<file path="src/rtl/uart_pkg.sv">
// uart_pkg: UART state encoding and oversampling constants shared by receiver and transmitter
package uart_pkg;

    localparam int OVERSAMPLE = 16;

    // Tick indices within one oversampled bit period
    localparam logic [3:0] MID_TICK  = 4'(OVERSAMPLE / 2 - 1);
    localparam logic [3:0] LAST_TICK = 4'(OVERSAMPLE - 1);

    localparam logic [2:0] ST_IDLE  = 3'd0;
    localparam logic [2:0] ST_START = 3'd1;
    localparam logic [2:0] ST_DATA  = 3'd2;
    localparam logic [2:0] ST_STOP  = 3'd3;
    localparam logic [2:0] ST_BREAK = 3'd4;

    // Clocks per oversample tick, truncated, never below one
    function automatic int baud_div(input int clk_freq, input int baud);
        return (clk_freq / (baud * OVERSAMPLE) < 1) ? 1 : clk_freq / (baud * OVERSAMPLE);
    endfunction

endpackage

</file>
<file path="src/rtl/baud_tick_gen.sv">
// baud_tick_gen: one-cycle tick at BAUD*16 Hz, restartable for start-edge alignment
//   clk       system clock
//   rst_n     synchronous active-low reset
//   restart_i forces the divider back to 0
//   tick_o    one-cycle oversample tick
module baud_tick_gen
    import uart_pkg::*;
#(
    parameter int CLK_FREQ = 100_000_000,
    parameter int BAUD     = 9600
) (
    input  logic clk,
    input  logic rst_n,
    input  logic restart_i,
    output logic tick_o
);

    localparam int DIV = baud_div(CLK_FREQ, BAUD);
    localparam int CW  = (DIV > 1) ? $clog2(DIV) : 1;

    logic [CW-1:0] cnt_q, cnt_d;

    always_comb begin
        tick_o = (cnt_q == CW'(DIV - 1));
        cnt_d  = (restart_i || tick_o) ? '0 : cnt_q + CW'(1);
    end

    always_ff @(posedge clk) begin
        if (!rst_n) cnt_q <= '0;
        else        cnt_q <= cnt_d;
    end

endmodule

</file>
<file path="src/rtl/uart_byte_receiver.sv">
// uart_byte_receiver: 8N1 UART receiver with one-byte hold register, overrun and framing flags
//   clk/rst_n    system clock, synchronous active-low reset
//   RsRx         asynchronous serial line, idle high, LSB first
//   rx_ready     consumer takes the held byte when high with rx_valid
//   clr_overrun  clears the sticky overrun flag
//   rx_data      held byte, rx_valid marks it unconsumed
//   frame_err    one-cycle pulse on a low stop bit
//   overrun      sticky, a good byte was dropped because the hold was full
//   last_two     {older, newer} of the last two good bytes
module uart_byte_receiver
    import uart_pkg::*;
#(
    parameter int CLK_FREQ = 100_000_000,
    parameter int BAUD     = 9600
) (
    input  logic        clk,
    input  logic        rst_n,
    input  logic        RsRx,
    input  logic        rx_ready,
    input  logic        clr_overrun,
    output logic [7:0]  rx_data,
    output logic        rx_valid,
    output logic        frame_err,
    output logic        overrun,
    output logic [15:0] last_two
);

    logic [1:0]  sync_q, sync_d;
    logic [2:0]  state_q, state_d;
    logic [3:0]  tick_cnt_q, tick_cnt_d;
    logic [2:0]  bit_cnt_q, bit_cnt_d;
    logic [7:0]  shift_q, shift_d;
    logic [7:0]  rx_data_q, rx_data_d;
    logic        rx_valid_q, rx_valid_d;
    logic        frame_err_q, frame_err_d;
    logic        overrun_q, overrun_d;
    logic [15:0] last_two_q, last_two_d;
    logic        rx_s, tick, restart, good, bad, load;

    baud_tick_gen #(.CLK_FREQ(CLK_FREQ), .BAUD(BAUD)) u_tick (
        .clk       (clk),
        .rst_n     (rst_n),
        .restart_i (restart),
        .tick_o    (tick)
    );

    assign rx_s = sync_q[1];

    always_comb begin
        sync_d     = {sync_q[0], RsRx};
        state_d    = state_q;
        tick_cnt_d = tick_cnt_q;
        bit_cnt_d  = bit_cnt_q;
        shift_d    = shift_q;
        restart    = 1'b0;
        good       = 1'b0;
        bad        = 1'b0;
        case (state_q)
            ST_IDLE: if (!rx_s) begin
                state_d    = ST_START;
                tick_cnt_d = '0;
                restart    = 1'b1;
            end
            ST_START: if (tick) begin
                tick_cnt_d = tick_cnt_q + 4'd1;
                if (tick_cnt_q == MID_TICK) begin
                    state_d    = rx_s ? ST_IDLE : ST_DATA;
                    tick_cnt_d = '0;
                    bit_cnt_d  = '0;
                end
            end
            // The 4-bit tick counter wraps to 0 after LAST_TICK, realigning to the next bit centre
            ST_DATA: if (tick) begin
                tick_cnt_d = tick_cnt_q + 4'd1;
                if (tick_cnt_q == LAST_TICK) begin
                    shift_d   = {rx_s, shift_q[7:1]};
                    bit_cnt_d = bit_cnt_q + 3'd1;
                    state_d   = (bit_cnt_q == 3'd7) ? ST_STOP : ST_DATA;
                end
            end
            ST_STOP: if (tick) begin
                tick_cnt_d = tick_cnt_q + 4'd1;
                if (tick_cnt_q == LAST_TICK) begin
                    good    = rx_s;
                    bad     = !rx_s;
                    state_d = rx_s ? ST_IDLE : ST_BREAK;
                end
            end
            ST_BREAK: if (rx_s) state_d = ST_IDLE;
            default: state_d = ST_IDLE;
        endcase
        load        = good && (!rx_valid_q || rx_ready);
        rx_data_d   = load ? shift_q : rx_data_q;
        rx_valid_d  = load ? 1'b1 : (rx_valid_q && !rx_ready);
        overrun_d   = (good && !load) ? 1'b1 : (clr_overrun ? 1'b0 : overrun_q);
        last_two_d  = good ? {last_two_q[7:0], shift_q} : last_two_q;
        frame_err_d = bad;
    end

    always_ff @(posedge clk) begin
        if (!rst_n) begin
            sync_q      <= 2'b11;
            state_q     <= ST_IDLE;
            tick_cnt_q  <= '0;
            bit_cnt_q   <= '0;
            shift_q     <= '0;
            rx_data_q   <= '0;
            rx_valid_q  <= 1'b0;
            frame_err_q <= 1'b0;
            overrun_q   <= 1'b0;
            last_two_q  <= '0;
        end else begin
            sync_q      <= sync_d;
            state_q     <= state_d;
            tick_cnt_q  <= tick_cnt_d;
            bit_cnt_q   <= bit_cnt_d;
            shift_q     <= shift_d;
            rx_data_q   <= rx_data_d;
            rx_valid_q  <= rx_valid_d;
            frame_err_q <= frame_err_d;
            overrun_q   <= overrun_d;
            last_two_q  <= last_two_d;
        end
    end

    assign rx_data   = rx_data_q;
    assign rx_valid  = rx_valid_q;
    assign frame_err = frame_err_q;
    assign overrun   = overrun_q;
    assign last_two  = last_two_q;

endmodule
</file>
<file path="config.mk">
export PLATFORM = sky130hd
export DESIGN_NAME = uart_byte_receiver
export DESIGN_NICKNAME = d
export VERILOG_FILES = /design/src/rtl/uart_pkg.sv /design/src/rtl/baud_tick_gen.sv /design/src/rtl/uart_byte_receiver.sv
export SDC_FILE = /design/constraint.sdc
export NUM_CORES = 1
export LEC_CHECK = 0
export CAP_MARGIN = 25
export CORE_MARGIN = 2
export CORE_UTILIZATION = 55
export DETAILED_ROUTE_END_ITERATION = 6
export DONT_BUFFER_PORTS = 1
export HOLD_SLACK_MARGIN = 0.1
export PLACE_DENSITY = 0.73
export REMOVE_ABC_BUFFERS = 1
export SYNTH_ARGS = -nofsm -noshare
export SYNTH_HDL_FRONTEND = slang
export SYNTH_SLANG_ARGS = --single-unit
</file>
<file path="constraint.sdc">
create_clock -name clk -period 2 [get_ports clk]
set_input_delay 0.2 -clock clk [delete_from_list [all_inputs] [get_ports clk]]
set_output_delay 0.2 -clock clk [all_outputs]
set_load 0.02 [all_outputs]
</file>
==> results.sh, run 1 <==
export IMPL_cts_root_buf="clkbuf_8"
export IMPL_dp_cells=316
export IMPL_ir_worst_vdd_mv=0.408
export IMPL_cts_hold_buf=3
export IMPL_grt_pass1_vias=1788
export IMPL_cap_violations=0
export IMPL_slowest_delay_ps=390
export IMPL_status="finished, final reports clean"
export IMPL_grtUsageTotal=0.208
export IMPL_synth_cells=271
export IMPL_critPathSlowestCell="dfxtp_1"
export IMPL_cts_sinks=57
export IMPL_synth_area_leaders="dfxtp_1 (47%), mux2i_1 (9.9%), nand2_1 (6.8%)"
export IMPL_core_area_um2=4320
export IMPL_synth_area_um2=2440
export IMPL_rsz0062_at_grt="false"
export IMPL_nFillCells=398
export IMPL_cts_buffers=9
export IMPL_critPathMaxFanout=8
export IMPL_required_ps=2260
export IMPL_antenna_found_initial=0
export IMPL_grt_max_degree=42
export IMPL_cts_repair_resized=0
export IMPL_synth_top_area_share=0.468
export IMPL_yosysWarnings=0
export IMPL_final_cell_mix="dfxtp_1 (57), nand2_1 (44), mux2i_1 (24), nor2_1 (19), nand3_1 (17)"
export IMPL_routed_wl_um=4680
export IMPL_synth_cell_types=40
export IMPL_cts_setup_buffers=0
export IMPL_htree_levels=3
export IMPL_hold_depth=2
export IMPL_clock_skew_ps=6.96
export IMPL_via_per_inst=5.57
export IMPL_fin_cells=335
export IMPL_slew_viol_final=0
export IMPL_rrSetupSlack_ps=170
export IMPL_drc=0
export IMPL_period_needed_ps=1830
export IMPL_clk_latency_ps=340
export IMPL_setup_viol=0
export IMPL_fmax_mhz=545
export IMPL_overflow=0
export IMPL_synth_seq_cells=57
export IMPL_timing_final_hold_violations=0
export IMPL_diodes=0
export IMPL_relSlewSlack=0.673
export IMPL_reg2regPathDepth=8
export IMPL_criticalPathCategory="reg -> reg"
export IMPL_end_kind="flop"
export IMPL_clockBufferDepth=2
export IMPL_crit_start="u_tick.cnt_q[0]"
export IMPL_min_path_type="in -> reg"
export IMPL_drt_iter0_markers=144
export IMPL_nNetsFinal=288
export IMPL_async_reset_ff_frac=0
export IMPL_layout_commonest_cell="dfxtp_1"
export IMPL_port_buffers=0
export IMPL_power_density_nw_per_um2=803
export IMPL_holdPathEnd="sync_q[1]"
export IMPL_drive_above_1_share=0.0954
export IMPL_start_kind="flop"
export IMPL_cp_arrival_ps=2100
export IMPL_p_leak_nw=0.980
export IMPL_synth_edf_count=0
export IMPL_dr_pass1_iters=6
export IMPL_route_vias_total=1865
export IMPL_io_pins=32
export IMPL_hp_start="rst_n"
export IMPL_finalPower_w=0.00218
export IMPL_floorplan_die_area_um2=4980
export IMPL_critPathTopFamily="simple AND/OR/NAND/NOR gates"
export IMPL_synth_yosys_seq_area_share=0.468
export IMPL_die_w_um=70.6
export IMPL_dpl_hpwl_um=3090
export IMPL_area_growth_pct=11.2
export IMPL_rows=24
export IMPL_synth_ff_type="dfxtp_1"
export IMPL_grt_first_pass_wirelength_um=8090
export IMPL_chipHeight_um=70.6
export IMPL_post_drt_wl_per_cell_um=14.0
export IMPL_syn_avg_cell_area_um2=9.00
export IMPL_tightest_slew_ps=490
export IMPL_crit_buf_inv=3
export IMPL_cp_cell_sequence="inv_1 > ha_1 > and3_1 > and3_1 > buf_4 > nand4b_1 > buf_4 > mux2i_1"
export IMPL_timing_final_crit_share=0.917
export IMPL_r2r_start="u_tick.cnt_q[0]"
export IMPL_setup_tns_ps=0
export IMPL_drtAntennaViolNets=0
export IMPL_hold_slack_ps=126
export IMPL_initial_core_util=0.564
export IMPL_gp_congestion=0.869
export IMPL_r2r_end="rx_data[5]"
export IMPL_yosys_area_top_type="dfxtp_1"
export IMPL_tritoncts="yes"
export IMPL_clk_pin_slew_worst_paths_ps=60
[layout make-up]
type                       count  area, µm²  share of cell area
clock buffer                  11        151              0.0558
clock inverter                 5       30.0              0.0111
inverter                       4       15.0             0.00554
multi-input combinational    196       1200               0.444
sequential                    57       1140               0.421
tap                           52       65.1              0.0240
timing repair buffer          10        105              0.0387
[synth_stat cells (3+ instances only)]
master and n:
dfxtp_1 57, nand2_1 44, mux2i_1 24, nor2_1 19
nand3_1 17, a21oi_1 15, o21ai_0 14, clkbuf_1 9
nand4_1 8, xnor2_1 6, and3_1 5, ha_1 5
nand2b_1 5, inv_1 4, nor3_1 4, buf_6 3
nor2b_1 3
[per-layer routing]
layer | routed length (µm) | GRT usage
met5 | 0 | 0
met4 | 97 | 0.124
met3 | 231 | 0.0556
met2 | 2130 | 0.332
met1 | 2230 | 0.252
[how the worst max path moves through the flow]
stage                        endpoint  slack (ps)  cells past startpoint
after global routing       rx_data[5]          50                      8
final                      rx_data[5]         170                      8
after CTS                  rx_data[5]         160                      8
after global placement        overrun         250                      7
after detailed placement   rx_data[5]         180                      8
after floorplan           last_two[0]         -30                      6
[power by group]
| group | internal, W | leakage, nW | total [W] | switching (W) |
|---|---|---|---|---|
| Sequential | 0.00114 | 0.460 | 0.00115 | 0.00000826 |
| Clock | 0.000509 | 0.0911 | 0.000966 | 0.000457 |
| Combinational | 0.0000223 | 0.429 | 0.0000598 | 0.0000375 |
[per-stage QoR]
step | utilization | setup slack (ps) | cell area, µm²
3_3_place_gp | 0.576 | 250 | 2490
3_5_place_dp | 0.576 | 176 | 2490
6_report | 0.627 | 167 | 2710
2_1_floorplan | - | -33.3 | 2360
4_1_cts | 0.627 | 159 | 2710
5_1_grt | 0.627 | 48.8 | 2710
[registers in the layout, indices dropped and copies added (netlist names)]
name / cells
rx_valid: 1
sync_q: 2
state_q: 3
shift_q: 8
tick_cnt_q: 4
rx_data: 8
overrun: 1
frame_err: 1
u_tick.cnt_q: 10
bit_cnt_q: 3
last_two: 16
[kinds of logic after synthesis]
| kind of cell | Yosys count | share of synthesized area |
|---|---|---|
| DFF | 57 | 0.468 |
| adders and majority gates | 5 | 0.0257 |
| muxes | 24 | 0.0985 |
| xor gates and xnor gates | 8 | 0.0287 |
| and+or+nand+nor | 116 | 0.234 |
| buffers and inverters | 18 | 0.0380 |
| AOI/OAI and AO/OA | 43 | 0.107 |
(Power assumes the default switching activity.)
==> run 2, diff against run 1 <==
MAX_ROUTING_LAYER = met4   (was default)
==> run 2 against run 1 <==
Clock-buffer cell count unchanged. Non-clock buffer count is the same. Clock power hardly changed. Global-route usage up 0.51 points.
==> results.sh, run 2 (synthesis gave the netlist of run 1 again) <==
export IMPL_via_per_inst=5.62
export IMPL_dpl_hpwl_um=3090
export IMPL_end_kind="flop"
export IMPL_placedInstanceArea_um2=2490
export IMPL_period_needed_ps=1830
export IMPL_routed_wl_um=4670
export IMPL_timing_final_hold_violations=0
export IMPL_gp_congestion=0.883
export IMPL_holdPathEnd="sync_q[1]"
export IMPL_clockBufferDepth=2
export IMPL_floorplan_die_area_um2=4980
export IMPL_port_buffers=0
export IMPL_diodes=0
export IMPL_cp_arrival_ps=2090
export IMPL_route_vias_total=1882
export IMPL_io_pins=32
export IMPL_required_ps=2260
export IMPL_nNetsFinal=288
export IMPL_layout_commonest_cell="dfxtp_1"
export IMPL_power_density_nw_per_um2=802
export IMPL_rrSetupSlack_ps=170
export IMPL_tritoncts="yes"
export IMPL_criticalPathCategory="reg -> reg"
export IMPL_core_area_um2=4320
export IMPL_rows=24
export IMPL_final_cell_mix="dfxtp_1 (57), nand2_1 (44), mux2i_1 (24), nor2_1 (19), nand3_1 (17)"
export IMPL_antenna_found_initial=0
export IMPL_tightest_slew_ps=485
export IMPL_pre_cts_slack_ps=176
export IMPL_cts_buffers=9
export IMPL_initial_core_util=0.564
export IMPL_cts_sinks=57
export IMPL_finalPower_w=0.00218
export IMPL_critPathMaxFanout=8
export IMPL_setup_viol=0
export IMPL_grtUsageTotal=0.213
export IMPL_fmax_mhz=546
export IMPL_start_kind="flop"
export IMPL_drt_iter0_markers=137
export IMPL_htree_levels=3
export IMPL_worst_slack_ps=170
export IMPL_drc=0
export IMPL_grt_max_degree=42
export IMPL_overflow=0
export IMPL_grt_first_pass_wirelength_um=8080
export IMPL_p_leak_nw=0.980
export IMPL_design_area_um2=2710
export IMPL_hold_depth=2
export IMPL_grt_pass1_vias=1783
export IMPL_dr_pass1_iters=6
export IMPL_ir_worst_vdd_mv=0.408
export IMPL_r2r_start="u_tick.cnt_q[0]"
export IMPL_hp_start="rst_n"
export IMPL_cap_violations=0
export IMPL_clk_pin_slew_worst_paths_ps=60
export IMPL_cts_root_buf="clkbuf_8"
export IMPL_r2r_end="rx_data[5]"
export IMPL_die_w_um=70.6
export IMPL_reg2regPathDepth=8
export IMPL_status="finished, final reports clean"
export IMPL_relSlewSlack=0.677
export IMPL_setup_tns_ps=0
export IMPL_chipHeight_um=70.6
export IMPL_clock_skew_ps=7.13
export IMPL_area_growth_pct=11.2
export IMPL_rsz0062_at_grt="false"
export IMPL_clk_latency_ps=340
export IMPL_drive_above_1_share=0.0954
export IMPL_fin_util=0.627
export IMPL_largest_register_ffs=16
export IMPL_drtAntennaViolNets=0
export IMPL_slew_viol_final=0
export IMPL_post_drt_wl_per_cell_um=13.9
export IMPL_timing_final_crit_share=0.915
export IMPL_min_path_type="in -> reg"
[run 2: cell counts in the layout (fill, tap and decap cells not counted)]
No cell type changed its count.
[run 2: how the worst max path moves through the flow]
stage | start | endpoint | slack (ps) | depth (start not counted)
after detailed placement | u_tick.cnt_q[0] | rx_data[5] | 180 | 8
final | u_tick.cnt_q[0] | rx_data[5] | 170 | 8
after global placement | u_tick.cnt_q[0] | overrun | 250 | 7
after floorplan | u_tick.cnt_q[0] | last_two[0] | -30 | 6
after CTS | u_tick.cnt_q[0] | rx_data[5] | 160 | 8
after global routing | u_tick.cnt_q[0] | rx_data[5] | 50 | 8
[run 2: stage by stage]
| step | instances | hold WS (ps) |
|---|---|---|
| floorplan | 257 | 273 |
| global placement | 316 | 280 |
| finish | 335 | 129 |
| detailed placement | 316 | 281 |
| CTS | 335 | 120 |
| global route | 335 | 147 |
[run 2: cell type report]
cell class | count | area, µm²
Inverter | 4 | 15.0
Sequential cell | 57 | 1140
Tap cell | 52 | 65.1
Timing Repair Buffer | 10 | 105
Fill cell | 398 | 1610
Clock buffer | 11 | 151
Clock inverter | 5 | 30.0
Multi-Input combinational cell | 196 | 1200
[run 2: metal layers]
metal  routed length, µm  track usage
met5                   0            -
met4                  92        0.124
met1                2190        0.250
met2                2140        0.333
met3                 254       0.0513
[run 2: timing repair]
action / 4_1_cts / 5_1_grt
endpoints found under the hold margin: 34 / 0
hold buffers: 3 / 0
setup buffers: 0 / 0
gates resized for setup: 0 / 0
[run 2: report_power, final]
part,internal (W),leakage (nW),switching [W]
logic,0.0000223,0.429,0.0000374
registers,0.00114,0.460,0.00000832
clock network,0.000509,0.0911,0.000455
total,0.00167,0.980,0.000501
[run 2: critical path: stages (launching register included)]
cell and delay (ps):
dfxtp_1 390, inv_1 60, ha_1 180, and3_1 230, and3_1 240, buf_4 160
nand4b_1 80, buf_4 200, mux2i_1 200
